--- config.mk ---
export PLATFORM = sky130hd
export DESIGN_NAME = input_debounce_sync
export DESIGN_NICKNAME = d
export VERILOG_FILES = /design/src/rtl/input_debounce_sync.sv
export SDC_FILE = /design/constraint.sdc
export NUM_CORES = 1
export LEC_CHECK = 0
export ABC_AREA = 1
export BUFFER_PORTS_ARGS = -buffer_cell sky130_fd_sc_hd__buf_2
export CORE_MARGIN = 2
export CORE_UTILIZATION = 67
export DETAILED_ROUTE_END_ITERATION = 7
export GPL_TIMING_DRIVEN = 1
export HOLD_SLACK_MARGIN = 0.06
export PLACE_DENSITY = 0.85
export SYNTH_ARGS = -nofsm -noshare
export SYNTH_HDL_FRONTEND = slang
export SYNTH_SLANG_ARGS = --single-unit
export TNS_END_PERCENT = 50
--- constraint.sdc ---
create_clock -name clk -period 8.3 [get_ports clk]
set_input_delay 0.415 -clock clk [delete_from_list [all_inputs] [get_ports clk]]
set_output_delay 0.415 -clock clk [all_outputs]
set_load 0.05 [all_outputs]
--- src/rtl/input_debounce_sync.sv ---
// Board-input conditioner: per-channel synchronizer followed by a debounce FSM.
// Emits a clean level and one-cycle rise/fall pulses for each channel.
module input_debounce_sync #(
  parameter int unsigned WIDTH       = 4,
  parameter int unsigned DB_CYCLES   = 1000000,
  parameter int unsigned SYNC_STAGES = 2
) (
  input  logic             clk,
  input  logic             reset,
  input  logic [WIDTH-1:0] raw_in,
  output logic [WIDTH-1:0] level_out,
  output logic [WIDTH-1:0] rise_pulse,
  output logic [WIDTH-1:0] fall_pulse
);

  localparam int unsigned CNT_W = $clog2(DB_CYCLES);

  localparam logic [1:0] LOW       = 2'd0;
  localparam logic [1:0] WAIT_HIGH = 2'd1;
  localparam logic [1:0] HIGH      = 2'd2;
  localparam logic [1:0] WAIT_LOW  = 2'd3;

  localparam logic [CNT_W-1:0] CNT_LAST = CNT_W'(DB_CYCLES - 1);
  localparam logic [CNT_W-1:0] CNT_ONE  = CNT_W'(1);

  logic [SYNC_STAGES-1:0][WIDTH-1:0] sync_q;
  logic [WIDTH-1:0]                  s;

  logic [WIDTH-1:0][1:0]       state_q, state_d;
  logic [WIDTH-1:0][CNT_W-1:0] cnt_q, cnt_d;
  logic [WIDTH-1:0]            level_d, rise_d, fall_d;

  // Stage 0 captures the raw pins; the last stage feeds the FSMs.
  always_ff @(posedge clk or posedge reset) begin
    if (reset) begin
      sync_q <= '0;
    end else begin
      sync_q <= {sync_q[SYNC_STAGES-2:0], raw_in};
    end
  end

  assign s = sync_q[SYNC_STAGES-1];

  always_ff @(posedge clk or posedge reset) begin
    if (reset) begin
      state_q    <= '0;
      cnt_q      <= '0;
      level_out  <= '0;
      rise_pulse <= '0;
      fall_pulse <= '0;
    end else begin
      state_q    <= state_d;
      cnt_q      <= cnt_d;
      level_out  <= level_d;
      rise_pulse <= rise_d;
      fall_pulse <= fall_d;
    end
  end

  // Any opposite sample while waiting aborts to the stable state with a cleared count.
  always_comb begin
    state_d = state_q;
    cnt_d   = cnt_q;
    level_d = level_out;
    rise_d  = '0;
    fall_d  = '0;
    for (int i = 0; i < int'(WIDTH); i++) begin
      case (state_q[i])
        LOW: begin
          if (s[i]) begin
            state_d[i] = WAIT_HIGH;
            cnt_d[i]   = CNT_ONE;
          end
        end
        WAIT_HIGH: begin
          if (!s[i]) begin
            state_d[i] = LOW;
            cnt_d[i]   = '0;
          end else if (cnt_q[i] == CNT_LAST) begin
            state_d[i] = HIGH;
            cnt_d[i]   = '0;
            level_d[i] = 1'b1;
            rise_d[i]  = 1'b1;
          end else begin
            cnt_d[i] = cnt_q[i] + CNT_ONE;
          end
        end
        HIGH: begin
          if (!s[i]) begin
            state_d[i] = WAIT_LOW;
            cnt_d[i]   = CNT_ONE;
          end
        end
        WAIT_LOW: begin
          if (s[i]) begin
            state_d[i] = HIGH;
            cnt_d[i]   = '0;
          end else if (cnt_q[i] == CNT_LAST) begin
            state_d[i] = LOW;
            cnt_d[i]   = '0;
            level_d[i] = 1'b0;
            fall_d[i]  = 1'b1;
          end else begin
            cnt_d[i] = cnt_q[i] + CNT_ONE;
          end
        end
        default: begin
          state_d[i] = LOW;
          cnt_d[i]   = '0;
        end
      endcase
    end
  end

endmodule

==> flow_summary.toml, run 1 <==
[cts]
cts_sinks = 108
cts_tree = "built"
cts_root_buf = "clkbuf_8"
cts_buffers = 9
clk_pin_slew_ns = 0.09
h-tree-depth = 3
clockBufferDepth = 2
insertion_delay_ns = 0.37

[worst_setup_path]
r2r_end = "cnt_q[4]$_DFFE_PP0P_"
slowest_delay_ns = 0.88
crit_family = "buffers and inverters"
worstSetupStartpointType = "primary input"
r2r_slack_ns = 6.46
path_max_fanout = 91
worst-path-buf-inv = 4
cp.arrival_ns = 2.21
startpoint = "reset"
path_cells = "dlygate4sd3_1 > buf_2 > inv_4 > buf_4"
crit_slowest_cell = "buf_4"
required_ns = 8.61
worstSetupPathType = "primary input to asynchronous set/reset pin"
r2r_cells = 6
end_kind = "asynchronous set/reset pin"

[global_routing]
use_met1_pct = 34.6
met3_usage_pct = 4.15
antenna_found_initial = 0
gr-total-overflow = 0
grt_pass1_wl_um = 21800
grt-busiest-layer = "met2"
met2_usage_pct = 46.6
grt_pass1_vias = 5158
grt_use_total_pct = 26.7
grt_max_degree = 92

[status]
outcome = "completed"

[synth]
synth_area_leaders = "dfrtp_1 45%, nand2_1 13%, inv_1 6.4%"
ys_types = 38
ys_async_sr_fraction_pct = 100
netlist.area_leader.share_pct = 44.5
ys_seq_area_share_pct = 44.5
synth-edff-count = 0
syn_area_mm2 = 0.00607
synthFlopType = "dfrtp_1"
ys_ff_latch = 108
synthCells = 799
avgSynthCellArea_um2 = 7.59
synth_nets = 809
ys_warn_count = 0
synth_top_area_cell = "dfrtp_1"

[detailed_routing]
wl_per_cell_um = 13.1
drt.antenna.violating_nets = 0
initialDrtViolationCount = 263
drc = 0
vias = 5190
first_pass_iters = 4
vias_per_cell = 5.56
drt-total-wl_um = 12300

[power]
vdd_drop_max_mv = 0.236
p_leak_nw = 3.00
power_density_mw_per_mm2 = 193

[floorplanning]
die_h_um = 99.2
dieArea_mm2 = 0.00983
ioPinCount = 18
initial_core_util_pct = 69.2
die_width_um = 99.2
std_cell_rows = 34
core_mm2 = 0.00876

[min_path]
hp-class = "primary input to register"
hold_path_end = "sync_q[3]$_DFF_PP0_"
min_delay_path_depth = 1
min_from = "raw_in[3]"

[finish]
syn_to_final_growth_pct = 5.98
drive_gt1_share_pct = 10.4
num_antenna_cells = 0
fin_nets = 830
fill_cells = 693
design_area_mm2 = 0.00643

[job]
drv_cap = 0

[timing]
max_slew.worst_pin.slew_ns = 1.13
fin_skew_ns = 0.0189
fin_crit_sh_pct = 22.9
finalSetupTns_ns = 0
maxSlewViolCount = 0
hold_viol = 0
slew_headroom_pct = 24.8
max_freq_mhz = 527
rsz0062_at_grt = "false"
period_needed_ns = 1.90
setup_viol = 0

[place]
dp_hpwl_um = 8820
placed_area_mm2 = 0.00623
portBuffers = 17
gp_congestion = 0.896
per-layer routing:
| metal | share of wire [%] | up-vias | routed length, um |
|---|---|---|---|
| met5 | 0 | - | 0 |
| met4 | 0.69 | 0 | 85 |
| met3 | 3.7 | 10 | 455 |
| met2 | 50 | 109 | 6140 |
| met1 | 45 | 2492 | 5580 |
| li1 | - | 2579 | - |
worst max path at each step:
stage,slack [ns],to,cells past startpoint
6_report,6.40,cnt_q[62]$_DFFE_PP0P_,4
5_1_grt,6.09,cnt_q[16]$_DFFE_PP0P_,4
4_1_cts,6.31,cnt_q[16]$_DFFE_PP0P_,4
3_5_place_dp,6.47,cnt_q[30]$_DFFE_PP0P_,3
3_3_place_gp,6.50,cnt_q[17]$_DFFE_PP0P_,3
2_1_floorplan,5.04,asynchronous set/reset pin,1
state kept, by name (all words and copies together), names as in the netlist, named ones only:
name        cells
level_out       4
fall_pulse      4
state_q         4
s               4
sync_q          4
cnt_q          80
rise_pulse      4
cells in the final DEF (no fill, tap or decap), types with 2 or more instances in the layout:
cell        instances
nand2_1           211
dfrtp_1           108
inv_1             103
nor2_1            100
nand3_1            69
o21ai_0            27
xor2_1             23
o22ai_1            21
nand4_1            17
a21oi_1            17
buf_2              17
o21ai_1            11
nor2_2              9
nor2_4              9
clkbuf_8            9
inv_2               8
nand2_2             7
nor3_1              7
nand3_2             6
xnor2_1             6
nand2_4             5
ha_1                4
clkinv_1            3
nand3_4             3
nor3_2              3
o21bai_1            2
mux2i_1             2
clkinv_2            2
clkinvlp_4          2
where the power goes:
| group | internal, mW | total (mW) | switching, mW |
|---|---|---|---|
| logic | 0.0818 | 0.311 | 0.229 |
| clock network | 0.140 | 0.319 | 0.179 |
| registers | 0.567 | 0.613 | 0.0464 |
layout make-up:
type | count | area (um2) | share of cell area (%)
Clock buffer | 10 | 128 | 1.98
Clock inverter | 6 | 63.8 | 0.992
Inverter | 116 | 443 | 6.89
Tap cell | 108 | 135 | 2.10
Timing Repair Buffer | 19 | 103 | 1.60
Sequential cell | 108 | 2700 | 42.0
Multi-Input combinational cell | 566 | 2860 | 44.4
synthesized netlist by cell type (all sizes together) (2+ instances only):
library cell / n
nand2: 223
nand4: 18
xnor2: 6
a21oi: 17
o22ai: 21
xor2: 23
nor2: 118
o21ai: 38
nor3: 10
nand3: 78
clkbuf: 3
inv: 112
dfrtp: 108
o21bai: 2
buf: 6
clkinv: 4
ha: 4
mux2i: 2
timing repair:
action | 4_1_cts | 5_1_grt
hold endpoints to repair | 17 | 0
gates resized for setup | 0 | 0
setup buffers | 0 | 0
hold buffers | 1 | 0
through the flow:
step           utilization (%)  hold slack (ns)  power [mW]  setup slack, ns  cells
2_1_floorplan                -            0.331       0.870             5.04    799
3_3_place_gp              71.1            0.333       0.913             6.50    916
3_5_place_dp              71.1            0.335       0.930             6.47    916
4_1_cts                   73.4            0.147        1.25             6.31    933
5_1_grt                   73.4            0.139        1.32             6.09    933
6_report                  73.4            0.160        1.24             6.40    933
cell families (layout without fill, tap and decap cells):
family / after synthesis / count (layout) / share of synthesized area (%)
mux: 2 / 2 / 0.330
fa+ha+maj: 4 / 4 / 0.825
compound gates: 81 / 81 / 7.32
simple gates: 450 / 450 / 34.4
xor+xnor: 29 / 29 / 4.19
buf+inv: 125 / 151 / 8.39
flops: 108 / 108 / 44.5
Power figures use the tool's default switching activity.
==> run 2, diff against run 1 <==
--- a/config.mk
+++ b/config.mk
@@ -8,11 +8,11 @@
 export ABC_AREA = 1
 export BUFFER_PORTS_ARGS = -buffer_cell sky130_fd_sc_hd__buf_2
 export CORE_MARGIN = 2
-export CORE_UTILIZATION = 67
+export CORE_UTILIZATION = 57
 export DETAILED_ROUTE_END_ITERATION = 7
 export GPL_TIMING_DRIVEN = 1
 export HOLD_SLACK_MARGIN = 0.06
-export PLACE_DENSITY = 0.85
+export PLACE_DENSITY = 0.77
 export SYNTH_ARGS = -nofsm -noshare
 export SYNTH_HDL_FRONTEND = slang
 export SYNTH_SLANG_ARGS = --single-unit
==> constraint.sdc (replaced) <==
create_clock -name clk -period 1.7 [get_ports clk]
set_input_delay 0.085 -clock clk [delete_from_list [all_inputs] [get_ports clk]]
set_output_delay 0.085 -clock clk [all_outputs]
set_load 0.05 [all_outputs]
==> run 2 against run 1 <==
Routed wire length rose by 2.4%. Register-to-register slack got worse by 6.3 ns. Core utilization fell by 8.6 points. Critical path depth rose by 4. Via count barely moved. Sequential power rose to 4.9 times the previous value. Critical path type is now register to register.
==> flow_summary.toml, run 2 (synthesis results as in run 1) <==
[status]
outcome = "completed"

[detailed_routing]
drt-total-wl_um = 12500
wl_per_cell_um = 12.9
initialDrtViolationCount = 270
drc = 0
vias_per_cell = 5.32
drt.antenna.violating_nets = 0
vias = 5191
first_pass_iters = 5

[place]
dp_cells = 949
dp_hpwl_um = 8760
portBuffers = 17
gp_congestion = 0.900

[timing]
max_freq_mhz = 630
max_slew.worst_pin.slew_ns = 0.567
fin_crit_sh_pct = 93.4
slew_headroom_pct = 62.2
setup_viol = 0
fin_skew_ns = 0.0164
finalSetupTns_ns = 0
maxSlewViolCount = 0
hold_viol = 0
rsz0062_at_grt = "true"
period_needed_ns = 1.59

[floorplanning]
std_cell_rows = 37
dieArea_mm2 = 0.0115
die_width_um = 107
ioPinCount = 18
initial_core_util_pct = 58.8
die_h_um = 107
core_mm2 = 0.0103

[finish]
largest-register = "cnt_q"
final_cells = 976
drive_gt1_share_pct = 12.1
num_antenna_cells = 0
final_cell_mix = "211 x nand2_1, 108 x dfrtp_1, 102 x inv_1"
syn_to_final_growth_pct = 10.2
final_common_cell = "nand2_1"
largest_reg_flops = 80
fin_nets = 846

[cts]
clockBufferDepth = 2
clk_pin_slew_ns = 0.10
cts_buffers = 9
h-tree-depth = 3
cts_tree = "built"
cts_root_buf = "clkbuf_8"
insertion_delay_ns = 0.39
cts_sinks = 108

[power]
pwr-share-seq_pct = 46.0
power_density_mw_per_mm2 = 970
vdd_drop_max_mv = 0.949
clkPwrFrac_pct = 27.4
p_int_mw = 4.23
p_sw_mw = 2.26
p_leak_nw = 3.10
switching_share_pct = 34.9
p_comb_share_pct = 26.6

[global_routing]
gr-total-overflow = 0
antenna_found_initial = 0
grt_max_degree = 109
grt_pass1_wl_um = 21500
grt_pass1_vias = 4905
grt_use_total_pct = 23.3

[worst_setup_path]
worstSetupPathType = "register to register"
slowest_delay_ns = 0.39
crit_slowest_cell = "dfrtp_1"
crit_family = "simple AND/OR/NAND/NOR gates"
cp_common_cell = "nor2_1"
worst-path-buf-inv = 0
worstSetupStartpointType = "register"
required_ns = 1.99
path_cells = "ha_1 > nand3_1 > nor2_2 > nand2_1 > nor2_1 > nand4_1 > o21ai_0 > nor2_1"
end_kind = "register"
path_max_fanout = 5
cp.arrival_ns = 1.87

[min_path]
hp-class = "primary input to register"

[job]
drv_cap = 0
-- run 2: cell types whose count changed in the layout (fill, tap and decap cells not counted), moves of 2 or more --
cell / before / now
buf_4: 1 / 11
nand2_8: 0 / 3
nand2_4: 5 / 2
dlygate4sd3_1: 1 / 5
clkbuf_8: 9 / 11
buf_12: 0 / 2
ha_1: 4 / 1
ha_2: 0 / 3
-- run 2: area by class of cell --
type / instances / area [um2]
repair buffers: 35 / 258
well taps: 136 / 170
inverters: 116 / 444
flip-flops and latches: 108 / 2700
clock buffers: 11 / 151
multi-input cells: 566 / 2890
fillers: 846 / 3640
clock inverters: 4 / 72.6
-- run 2: power by group through the flow --
stage / combinational (mW) / clock [mW] / sequential [mW]
after floorplan: 1.26 / 0 / 2.99
after global placement: 1.54 / 0 / 3.02
after detailed placement: 1.59 / 0 / 3.03
after CTS: 1.61 / 1.83 / 2.98
after global routing: 1.95 / 1.91 / 3.01
final: 1.72 / 1.78 / 2.99
-- run 2: what timing repair did --
item / CTS / global route
hold buffers: 5 / 0
hold endpoints to repair: 112 / 0
buffers inserted: 0 / 7
endpoints found under the setup margin: 0 / 32
gates resized for setup: 0 / 7
-- run 2: metal layers --
| metal | wire length, um | share of wire [%] | GRT usage, % |
|---|---|---|---|
| met3 | 549 | 4.4 | 5.23 |
| met5 | 0 | 0 | 0 |
| met4 | 158 | 1.3 | 6.96 |
| met1 | 5810 | 46 | 30.0 |
| met2 | 6030 | 48 | 39.2 |
-- run 2: final timing paths --
path	from	cells after the start	slack (ns)	endpoint
worst max-delay path	cnt_q[41]$_DFFE_PP0P_	8	0.11	cnt_q[54]$_DFFE_PP0P_
worst min-delay path	raw_in[1]	2	0.33	sync_q[1]$_DFF_PP0_
worst max register to register	cnt_q[41]$_DFFE_PP0P_	8	0.11	cnt_q[54]$_DFFE_PP0P_
worst min register to register	sync_q[1]$_DFF_PP0_	0	0.35	s[1]$_DFF_PP0_
max in group asynchronous	reset	4	0.86	cnt_q[77]$_DFFE_PP0P_
min in group asynchronous	reset	4	0.40	cnt_q[37]$_DFFE_PP0P_
-- run 2: per-stage QoR --
step                hold slack, ns  setup WS [ns]  util, %  power, mW  cell area, um2
global placement             0.196         0.0835     61.2       4.56            6310
floorplan                    0.116          0.253        -       4.25            6070
detailed placement           0.195         0.0293     61.2       4.62            6310
CTS                          0.308         0.0334     63.8       6.42            6590
global route                 0.328        -0.0267     64.8       6.87            6690
finish                       0.332          0.112     64.8       6.49            6690
